### config.mk
export PLATFORM = sky130hd
export DESIGN_NAME = quote_scheduler
export DESIGN_NICKNAME = d
export VERILOG_FILES = /design/src/rtl/quote_pkg.sv /design/src/rtl/rr_arbiter.sv /design/src/rtl/quote_scheduler.sv
export SDC_FILE = /design/constraint.sdc
export NUM_CORES = 1
export LEC_CHECK = 0
export BUFFER_PORTS_ARGS = -buffer_cell sky130_fd_sc_hd__buf_2
export CAP_MARGIN = 20
export CORE_UTILIZATION = 49
export DETAILED_ROUTE_END_ITERATION = 8
export PLACE_DENSITY = 0.82
export SYNTH_ARGS = -nofsm -noshare
export SYNTH_HDL_FRONTEND = slang
export SYNTH_SLANG_ARGS = --single-unit
### constraint.sdc
create_clock -name i_clk -period 4.7 [get_ports i_clk]
set_clock_uncertainty 0.1 [all_clocks]
set_input_delay 0.47 -clock i_clk [delete_from_list [all_inputs] [get_ports i_clk]]
set_output_delay 0.47 -clock i_clk [all_outputs]
set_load 0.01 [all_outputs]
### src/rtl/quote_pkg.sv
// Shared types and constants for the quote scheduler and its order-path neighbours.
package quote_pkg;

  localparam int unsigned OVW_W = 16;

  typedef enum logic [1:0] {
    QS_IDLE,
    QS_WAIT,
    QS_HOLD
  } qs_state_e;

endpackage

### src/rtl/rr_arbiter.sv
// Combinational round-robin arbiter: the first requester at or after ptr_i wins.
module rr_arbiter #(
  parameter  int unsigned N  = 4,
  localparam int unsigned IW = (N > 1) ? $clog2(N) : 1
) (
  input  logic [N-1:0]  req_i,
  input  logic [IW-1:0] ptr_i,
  output logic [N-1:0]  gnt_o,
  output logic [IW-1:0] idx_o
);

  logic [IW:0] cand;
  logic        found;

  always_comb begin
    gnt_o = '0;
    idx_o = '0;
    found = 1'b0;
    cand  = '0;
    for (int unsigned i = 0; i < N; i++) begin
      cand = {1'b0, ptr_i} + (IW+1)'(i);
      if (cand >= (IW+1)'(N)) cand = cand - (IW+1)'(N);
      if (!found && req_i[cand[IW-1:0]]) begin
        found                 = 1'b1;
        gnt_o[cand[IW-1:0]]   = 1'b1;
        idx_o                 = cand[IW-1:0];
      end
    end
  end

endmodule

### src/rtl/quote_scheduler.sv
// Time-shares one quote_price datapath across per-symbol feeds with round-robin,
// per-symbol throttling and a valid/ready quote output.
module quote_scheduler
  import quote_pkg::*;
#(
  parameter  int unsigned DATA_WIDTH      = 32,
  parameter  int unsigned NUM_SYMBOLS     = 4,
  parameter  int unsigned THROTTLE_CYCLES = 16,
  localparam int unsigned SYM_W           = $clog2(NUM_SYMBOLS)
) (
  input  logic                              i_clk,
  input  logic                              i_rst_n,
  input  logic                              i_enable,
  input  logic [NUM_SYMBOLS-1:0]            i_upd_valid,
  input  logic [NUM_SYMBOLS*DATA_WIDTH-1:0] i_upd_ref_price,
  input  logic [NUM_SYMBOLS*DATA_WIDTH-1:0] i_upd_spread,
  output logic [DATA_WIDTH-1:0]             o_qp_ref_price,
  output logic [DATA_WIDTH-1:0]             o_qp_spread,
  output logic                              o_qp_data_valid,
  input  logic [DATA_WIDTH-1:0]             i_qp_buy_price,
  input  logic [DATA_WIDTH-1:0]             i_qp_ask_price,
  input  logic                              i_qp_data_valid,
  output logic                              o_quote_valid,
  output logic [SYM_W-1:0]                  o_quote_sym,
  output logic [DATA_WIDTH-1:0]             o_buy_price,
  output logic [DATA_WIDTH-1:0]             o_ask_price,
  input  logic                              i_quote_ready,
  output logic [OVW_W-1:0]                  o_overwrite_cnt
);

  localparam int unsigned TW = $clog2(THROTTLE_CYCLES + 1);

  qs_state_e                 state_q, state_d;
  logic [NUM_SYMBOLS-1:0]    slot_vld_q, slot_vld_d;
  logic [DATA_WIDTH-1:0]     slot_ref_q [NUM_SYMBOLS];
  logic [DATA_WIDTH-1:0]     slot_ref_d [NUM_SYMBOLS];
  logic [DATA_WIDTH-1:0]     slot_spr_q [NUM_SYMBOLS];
  logic [DATA_WIDTH-1:0]     slot_spr_d [NUM_SYMBOLS];
  logic [TW-1:0]             thr_q [NUM_SYMBOLS];
  logic [TW-1:0]             thr_d [NUM_SYMBOLS];
  logic [SYM_W-1:0]          rr_ptr_q, rr_ptr_d, gnt_sym_q, gnt_sym_d;
  logic [DATA_WIDTH-1:0]     qp_ref_q, qp_ref_d, qp_spr_q, qp_spr_d;
  logic                      qp_vld_q, qp_vld_d, q_vld_q, q_vld_d;
  logic [SYM_W-1:0]          q_sym_q, q_sym_d;
  logic [DATA_WIDTH-1:0]     buy_q, buy_d, ask_q, ask_d;
  logic [OVW_W-1:0]          ovw_cnt_q, ovw_cnt_d;

  logic [NUM_SYMBOLS-1:0]    elig, arb_gnt, take, ovw;
  logic [SYM_W-1:0]          arb_idx;
  logic                      issue, hs;
  logic [SYM_W:0]            ovw_num;
  logic [OVW_W:0]            ovw_sum;

  always_comb begin
    for (int unsigned s = 0; s < NUM_SYMBOLS; s++) begin
      elig[s] = slot_vld_q[s] && (thr_q[s] == '0);
    end
  end

  rr_arbiter #(.N(NUM_SYMBOLS)) u_arb (
    .req_i (elig),
    .ptr_i (rr_ptr_q),
    .gnt_o (arb_gnt),
    .idx_o (arb_idx)
  );

  assign issue = (state_q == QS_IDLE) && i_enable && (|elig);
  assign take  = issue ? arb_gnt : '0;
  assign hs    = (state_q == QS_HOLD) && i_quote_ready;

  // Pending slots: newest update wins; a same-edge update on the granted slot stays pending.
  always_comb begin
    slot_vld_d = slot_vld_q;
    slot_ref_d = slot_ref_q;
    slot_spr_d = slot_spr_q;
    ovw        = '0;
    for (int unsigned s = 0; s < NUM_SYMBOLS; s++) begin
      if (i_upd_valid[s]) begin
        slot_vld_d[s] = 1'b1;
        slot_ref_d[s] = i_upd_ref_price[s*DATA_WIDTH +: DATA_WIDTH];
        slot_spr_d[s] = i_upd_spread[s*DATA_WIDTH +: DATA_WIDTH];
        ovw[s]        = slot_vld_q[s] && !take[s];
      end else if (take[s]) begin
        slot_vld_d[s] = 1'b0;
      end
    end
  end

  always_comb begin
    ovw_num = '0;
    for (int unsigned s = 0; s < NUM_SYMBOLS; s++) begin
      if (ovw[s]) ovw_num = ovw_num + (SYM_W+1)'(1);
    end
    ovw_sum   = {1'b0, ovw_cnt_q} + (OVW_W+1)'(ovw_num);
    ovw_cnt_d = ovw_sum[OVW_W] ? '1 : ovw_sum[OVW_W-1:0];
  end

  always_comb begin
    for (int unsigned s = 0; s < NUM_SYMBOLS; s++) begin
      thr_d[s] = (thr_q[s] != '0) ? thr_q[s] - TW'(1) : '0;
    end
    if (hs) thr_d[gnt_sym_q] = TW'(THROTTLE_CYCLES);
  end

  always_comb begin
    state_d   = state_q;
    rr_ptr_d  = rr_ptr_q;
    gnt_sym_d = gnt_sym_q;
    qp_ref_d  = qp_ref_q;
    qp_spr_d  = qp_spr_q;
    qp_vld_d  = 1'b0;
    q_vld_d   = q_vld_q;
    q_sym_d   = q_sym_q;
    buy_d     = buy_q;
    ask_d     = ask_q;
    unique case (state_q)
      QS_IDLE: begin
        if (issue) begin
          qp_ref_d  = slot_ref_q[arb_idx];
          qp_spr_d  = slot_spr_q[arb_idx];
          qp_vld_d  = 1'b1;
          gnt_sym_d = arb_idx;
          state_d   = QS_WAIT;
        end
      end
      QS_WAIT: begin
        if (i_qp_data_valid) begin
          buy_d   = i_qp_buy_price;
          ask_d   = i_qp_ask_price;
          q_sym_d = gnt_sym_q;
          q_vld_d = 1'b1;
          state_d = QS_HOLD;
        end
      end
      QS_HOLD: begin
        if (hs) begin
          q_vld_d  = 1'b0;
          rr_ptr_d = (gnt_sym_q == SYM_W'(NUM_SYMBOLS - 1)) ? '0 : gnt_sym_q + SYM_W'(1);
          state_d  = QS_IDLE;
        end
      end
      default: state_d = QS_IDLE;
    endcase
  end

  always_ff @(posedge i_clk or negedge i_rst_n) begin
    if (!i_rst_n) begin
      state_q    <= QS_IDLE;
      slot_vld_q <= '0;
      for (int unsigned s = 0; s < NUM_SYMBOLS; s++) begin
        slot_ref_q[s] <= '0;
        slot_spr_q[s] <= '0;
        thr_q[s]      <= '0;
      end
      rr_ptr_q   <= '0;
      gnt_sym_q  <= '0;
      qp_ref_q   <= '0;
      qp_spr_q   <= '0;
      qp_vld_q   <= 1'b0;
      q_vld_q    <= 1'b0;
      q_sym_q    <= '0;
      buy_q      <= '0;
      ask_q      <= '0;
      ovw_cnt_q  <= '0;
    end else begin
      state_q    <= state_d;
      slot_vld_q <= slot_vld_d;
      slot_ref_q <= slot_ref_d;
      slot_spr_q <= slot_spr_d;
      thr_q      <= thr_d;
      rr_ptr_q   <= rr_ptr_d;
      gnt_sym_q  <= gnt_sym_d;
      qp_ref_q   <= qp_ref_d;
      qp_spr_q   <= qp_spr_d;
      qp_vld_q   <= qp_vld_d;
      q_vld_q    <= q_vld_d;
      q_sym_q    <= q_sym_d;
      buy_q      <= buy_d;
      ask_q      <= ask_d;
      ovw_cnt_q  <= ovw_cnt_d;
    end
  end

  assign o_qp_ref_price  = qp_ref_q;
  assign o_qp_spread     = qp_spr_q;
  assign o_qp_data_valid = qp_vld_q;
  assign o_quote_valid   = q_vld_q;
  assign o_quote_sym     = q_sym_q;
  assign o_buy_price     = buy_q;
  assign o_ask_price     = ask_q;
  assign o_overwrite_cnt = ovw_cnt_q;

endmodule
==> results_dict.tcl, run 1 <==
set metrics [dict create \
    avgSynthCellArea_um2 12.8 \
    slew_violations 0 \
    cp_cell_sequence "inv_2 > ha_4 > or4b_4 > o221a_4 > o211a_1 > a22o_1 > nand2_1 > a21oi_2 > nor3b_2 > ha_1 > xor2_2 > xnor2_1 > ha_2 > inv_2 > fa_2 > nor2b_4 > o21ai_2 > or2_4 > nor2_4 > and3_4 > buf_6 > nor2_1 > a21oi_1" \
    drive_gt1_share_pct 49.4 \
    max_slew_margin_pct 21.0 \
    power_density_nw_per_um2 611 \
    cts_buffers 45 \
    ys_ff_latch 434 \
    portBuffers 476 \
    wl_mm 56.0 \
    cp_data_required_time_ns 5.08 \
    cap_viol_max_count 0 \
    worstPathArrival_ns 5.18 \
    holdWs_ns 0.0228 \
    clock_latency_ns 0.57 \
    final_common_cell "buf_2" \
    synth_nets 1864 \
    async_flop_share_pct 100 \
    placed_cell_area_um2 22700 \
    synth_edf_count 0 \
    die_h_um 200 \
    grt_usage_pct 28.0 \
    grt-ovfl-total 0 \
    clkSinkCount 434 \
    worst_pin_slew_ns 1.18 \
    run_status "finished with violations" \
    p_leak_nw 11.6 \
    grt_max_degree 129 \
    critPathMostFrequentCell "inv_2" \
    final.min_clock_period_ns 4.80 \
    min_from "i_upd_spread[50]" \
    r2r-start "thr_q[11]$_DFF_PN0_" \
    fin_area_um2 24700 \
    finalCritPeriodShare_pct 102 \
    drt_drc_violations_left 0 \
    finalSetupTns_ns -1.16 \
    grt_pass1_vias 15800 \
    dp_worst_setup_slack_ns -0.390 \
    root_buffer "clkbuf_16" \
    yosys_most_used_dff "dfrtp_1" \
    fillers 2930 \
    nets 2405 \
    yosysWarnings 0 \
    final_cell_mix "buf_2, dfrtp_1, mux2_2" \
    fmax_ghz 0.208 \
    timing.rr.end "o_overwrite_cnt[14]$_DFF_PN0_" \
    avgRoutedWirePerCell_um 21.5 \
    syn_area_um2 19300 \
    ant_nets 0 \
    clk_pin_slew_ns 0.06 \
    setup_viol 16 \
    critPathMaxFanout 3 \
    finalPower_mw 15.1 \
    cp_slowest_cell "or4b_4" \
    io_pins 477 \
    failed_checks "negative setup slack" \
    vias 14700 \
    min_path_type "input port to flop" \
    place_congestion 0.888 \
    hold_viol 0 \
    utilization_pct 63.7 \
    cp-start-kind "flop" \
    cts_tree "yes" \
    worstHoldPathCells 2 \
    routed_via_density 5.64 \
    reg2reg_setup_slack_ns -0.1 \
    layout.cells.non_filler 2608 \
    initial_core_util_pct 49.8 \
    dr.pass1.iters 5 \
    min_to "slot_spr_q[82]$_DFFE_PN0P_" \
    synthDistinctLibCells 59 \
    rsz0062_at_grt "yes" \
    grt_pass1_wl_mm 87.9 \
    setup_ws_ns -0.0981 \
    die_area_um2 40200 \
    max-clock-path-buffers 3 \
    ir_worst_vdd_mv 0.444 \
    core-area_um2 38700 \
    endpoint_kind "flop" \
    reg2reg_depth 23 \
    antenna_found_initial 16 \
    dpl.hpwl_mm 37.2 \
    post-place-cells 2485 \
    slowest_delay_ns 0.49 \
    synth_cells 1509 \
    drt_iter0_drc 701 \
    rows 72 \
    cts_htree_levels 2 \
    fp.dieW_um 200 \
    area_growth_pct 27.8 \
    yosysSeqAreaShare_pct 56.3 \
    path_class "flop to flop" \
]
Yosys cell counts (all sizes together), types with 7 or more instances:
library cell	n	area share (%)
buf	31	0.81
nor2	29	0.56
o211ai	53	2.1
o21ai	80	2.1
mux2i	66	3.4
nor3	11	0.29
a221o	7	0.36
a211oi	15	0.58
xnor2	11	0.50
and3	68	2.2
clkbuf	64	1.2
inv	25	0.49
a221oi	11	0.50
mux2	322	19
ha	25	1.6
dfrtp	434	56
nand2	107	2.1
xor2	9	0.41
a21boi	54	2.1
nand3	12	0.31
layer usage:
metal | global-route usage, % | part of all wire, % | vias to the layer above
met5 | 0 | 0.089 | -
met3 | 6.17 | 6.4 | 151
met1 | 34.8 | 40 | 7533
li1 | - | - | 6532
met4 | 12.3 | 3.9 | 8
met2 | 47.0 | 50 | 489
final cells by class:
type	instances	area (µm²)	share of cell area (%)
Timing Repair Buffer	588	3360	13.6
Multi-Input combinational cell	956	8240	33.4
Inverter	25	93.8	0.380
Tap cell	518	648	2.63
Clock inverter	11	126	0.512
Clock buffer	62	1300	5.28
Sequential cell	434	10900	44.0
Antenna cell	14	35.0	0.142
repair_timing:
item,CTS,global route
hold buffers,18,0
pin swaps,19,12
setup buffers,10,8
setup endpoints to repair,16,16
gates cloned,1,0
hold endpoints to repair,139,0
resized for setup,34,20
flip-flops by register name (all words and copies together) (netlist names):
register and cells:
gnt_sym_q 2, o_ask_price 32, o_buy_price 32, o_overwrite_cnt 16, o_qp_data_valid 1, o_qp_ref_price 32
o_qp_spread 32, o_quote_sym 2, o_quote_valid 1, rr_ptr_q 2, slot_ref_q 128, slot_spr_q 128
slot_vld_q 4, state_q 2, thr_q 20
worst max-delay path by stage:
stage | from | endpoint | depth (start not counted)
floorplan | thr_q[10]$_DFF_PN0_ | o_overwrite_cnt[1]$_DFF_PN0_ | 23
global placement | thr_q[5]$_DFF_PN0_ | o_overwrite_cnt[6]$_DFF_PN0_ | 22
detailed placement | thr_q[6]$_DFF_PN0_ | o_overwrite_cnt[0]$_DFF_PN0_ | 22
CTS | thr_q[16]$_DFF_PN0_ | o_overwrite_cnt[14]$_DFF_PN0_ | 23
global route | thr_q[11]$_DFF_PN0_ | o_overwrite_cnt[14]$_DFF_PN0_ | 23
finish | thr_q[11]$_DFF_PN0_ | o_overwrite_cnt[14]$_DFF_PN0_ | 23
where the power goes:
part	switching, mW	internal (mW)
Sequential	0.585	4.68
Combinational	3.48	2.84
Clock	1.45	2.04
Total	5.52	9.55
critical path: cells and delay by family (launching register included):
kind / cells / cell delay (ns)
buffers and inverters: 3 / 0.24
xor gates and xnor gates: 2 / 0.40
and+or+nand+nor: 8 / 1.51
DFF: 1 / 0.40
adders and majority gates: 4 / 1.06
AOI/OAI and AO/OA: 6 / 1.02
logic make-up (layout without fill, tap and decap cells):
kind of cell	after synthesis	count (layout)	share of synthesized area (%)
flops	434	434	56.3
mux	388	388	22.2
simple gates	266	267	7.05
compound gates	255	255	9.26
buf+inv	120	686	2.54
fa+ha+maj	26	26	1.72
xor+xnor	20	20	0.908
other cells	0	14	0
Power figures use the tool's default switching activity.
==> run 2: changes to the inputs <==
CORE_ASPECT_RATIO = 1.4   (was default)
==> run 2 against run 1 <==
Effect of this change: the run still ends with negative setup slack left; critical path type unchanged; via count fell by 0.62%; worst setup slack got worse by 0.029 ns; critical path depth did not move; utilization barely moved; sequential power barely moved; final cell count rose by 0.38%; total power fell by 0.58%; clock-buffer cell count did not move; largest cell class unchanged; highest routed layer unchanged; clock power barely moved.
==> results_dict.tcl, run 2 (synthesis gave the netlist of run 1 again) <==
set metrics [dict create \
    run_status "finished with violations" \
    failed_checks "negative setup slack" \
    timing.rr.end "o_overwrite_cnt[14]$_DFF_PN0_" \
    utilization_pct 63.6 \
    min_to "slot_spr_q[13]$_DFFE_PN0P_" \
    cp_data_required_time_ns 5.07 \
    dpl.hpwl_mm 38.9 \
    avgRoutedWirePerCell_um 21.6 \
    post-place-cells 2499 \
    worst_pin_slew_ns 1.09 \
    power.share.clock_pct 23.4 \
    drt_drc_violations_left 0 \
    worstSetupStartpoint "thr_q[6]$_DFF_PN0_" \
    p_seq_share_pct 35.0 \
    grt_pass1_vias 15800 \
    p_sw_mw 5.45 \
    endpoint_kind "flop" \
    setup_ws_ns -0.127 \
    max-clock-path-buffers 3 \
    p_leak_nw 11.6 \
    p_comb_share_pct 41.7 \
    grt_max_degree 120 \
    fmax_ghz 0.207 \
    slew_violations 0 \
    drt_iter0_drc 869 \
    hold_viol 0 \
    final_common_cell "buf_2" \
    dp_worst_setup_slack_ns -0.355 \
    clkSinkCount 434 \
    rows 85 \
    die_area_um2 40200 \
    ir_worst_vdd_mv 0.531 \
    area_growth_pct 27.3 \
    place_congestion 0.872 \
    power_density_nw_per_um2 610 \
    min_path_type "input port to flop" \
    nets 2390 \
    initial_core_util_pct 50.0 \
    setup_viol 16 \
    reg2reg_depth 23 \
    fp.dieW_um 170 \
    grt_pass1_wl_mm 86.2 \
    worstHoldPathCells 2 \
    core-area_um2 38600 \
    grt_usage_pct 28.0 \
    slowest_delay_ns 0.50 \
    final.min_clock_period_ns 4.83 \
    routed_via_density 5.59 \
    wl_mm 56.5 \
    cp_slowest_cell "or4b_4" \
    max_slew_margin_pct 27.6 \
    cts_htree_levels 2 \
    dr.pass1.iters 5 \
    finalCritPeriodShare_pct 103 \
    die_h_um 237 \
    root_buffer "clkbuf_16" \
    io_pins 477 \
    cts_buffers 42 \
    portBuffers 476 \
    critPathMaxFanout 4 \
    rsz0062_at_grt "yes" \
    p_int_mw 9.54 \
    min_from "i_upd_spread[109]" \
    reg2reg_setup_slack_ns -0.13 \
    use_met2_pct 48.5 \
    critPathMostFrequentCell "ha_1" \
    cp-start-kind "flop" \
    grt-ovfl-total 0 \
    drive_gt1_share_pct 49.9 \
    vias 14600 \
    met1_usage_pct 31.9 \
    swShare_pct 36.4 \
    final_cell_mix "buf_2, dfrtp_1, mux2_2" \
    worstPathArrival_ns 5.19 \
    ant_nets 0 \
    cap_viol_max_count 0 \
    top_regs "slot_ref_q x128, slot_spr_q x128" \
    top_usage_layer "met2" \
    finalPower_mw 15.0 \
    clock_latency_ns 0.56 \
    clk_pin_slew_ns 0.07 \
    cts_tree "yes" \
    layout.cells.non_filler 2618 \
    use_met3_pct 5.13 \
    antenna_found_initial 31 \
    finalSetupTns_ns -0.919 \
    r2r-start "thr_q[6]$_DFF_PN0_" \
    cp_cell_sequence "inv_1 > ha_1 > or4b_4 > o221a_4 > o211a_1 > a22o_1 > nand2_1 > a21oi_2 > nor3b_2 > ha_1 > xor2_2 > ha_2 > nand4_1 > xor2_1 > ha_1 > nor2b_4 > o21ai_2 > or2_4 > nor2_4 > and3_4 > buf_6 > nor2_1 > a21oi_1" \
    path_class "flop to flop" \
]
## run 2: cell count changes in the layout (fill, tap and decap cells not counted), sizes merged
cell | before | now
dlygate4sd3 | 18 | 1
buf | 570 | 575
clkinvlp | 0 | 2
bufinv | 2 | 3
diode | 14 | 29
## run 2: how the worst max path moves through the flow
stage,to,slack [ns],cells past startpoint
CTS,o_overwrite_cnt[7]$_DFF_PN0_,-0.005,22
global placement,o_overwrite_cnt[6]$_DFF_PN0_,-0.14,22
floorplan,o_overwrite_cnt[1]$_DFF_PN0_,0.02,23
global route,o_overwrite_cnt[14]$_DFF_PN0_,-0.34,23
detailed placement,o_overwrite_cnt[6]$_DFF_PN0_,-0.36,22
finish,o_overwrite_cnt[14]$_DFF_PN0_,-0.13,23
## run 2: cell type report
class	count	area (µm²)
antenna	29	72.6
fill	2957	14000
sequential	434	10900
timing repair buffer	576	3240
inverter	25	93.8
multi-input combinational	956	8200
clock buffer	62	1290
tap	522	653
clock inverter	14	158
## run 2: timing repair
action                                  in CTS  in global routing
gates cloned                                 1                  0
endpoints found under the hold margin      102                  0
hold buffers                                 1                  0
resized for setup                           27                 20
pin swaps                                   11                 11
buffers inserted                             5                  7
endpoints found under the setup margin      16                 16
## run 2: critical path: cells and delay by family (launching register included)
| family | cells | cell delay [ns] |
|---|---|---|
| buffers and inverters | 2 | 0.20 |
| AND/OR/NAND/NOR | 9 | 1.67 |
| AO/OA/AOI/OAI | 6 | 1.04 |
| flip-flops | 1 | 0.38 |
| XOR/XNOR | 2 | 0.41 |
| adder cells (fa/ha/maj) | 4 | 0.96 |
## run 2: layer usage
metal | vias up | routed length (µm)
li1 | 6525 | -
met1 | 7368 | 21200
met2 | 540 | 29200
met3 | 183 | 3030
met4 | 6 | 3020
met5 | - | 40
## run 2: power groups by stage
stage	Sequential (mW)	Clock [mW]	Combinational (mW)
after floorplan	5.47	0	3.38
after global placement	5.21	0	5.82
after detailed placement	5.27	0	6.00
after CTS	5.22	3.55	6.15
after global routing	5.33	3.70	6.72
final	5.24	3.50	6.24
## run 2: per-stage QoR
step | instance area [µm²] | hold slack [ns]
3_5_place_dp | 22800 | 0.363
3_3_place_gp | 22800 | 0.361
2_1_floorplan | 19300 | 0.0744
5_1_grt | 24600 | 0.0391
6_report | 24600 | 0.0450
4_1_cts | 24400 | 0.0255
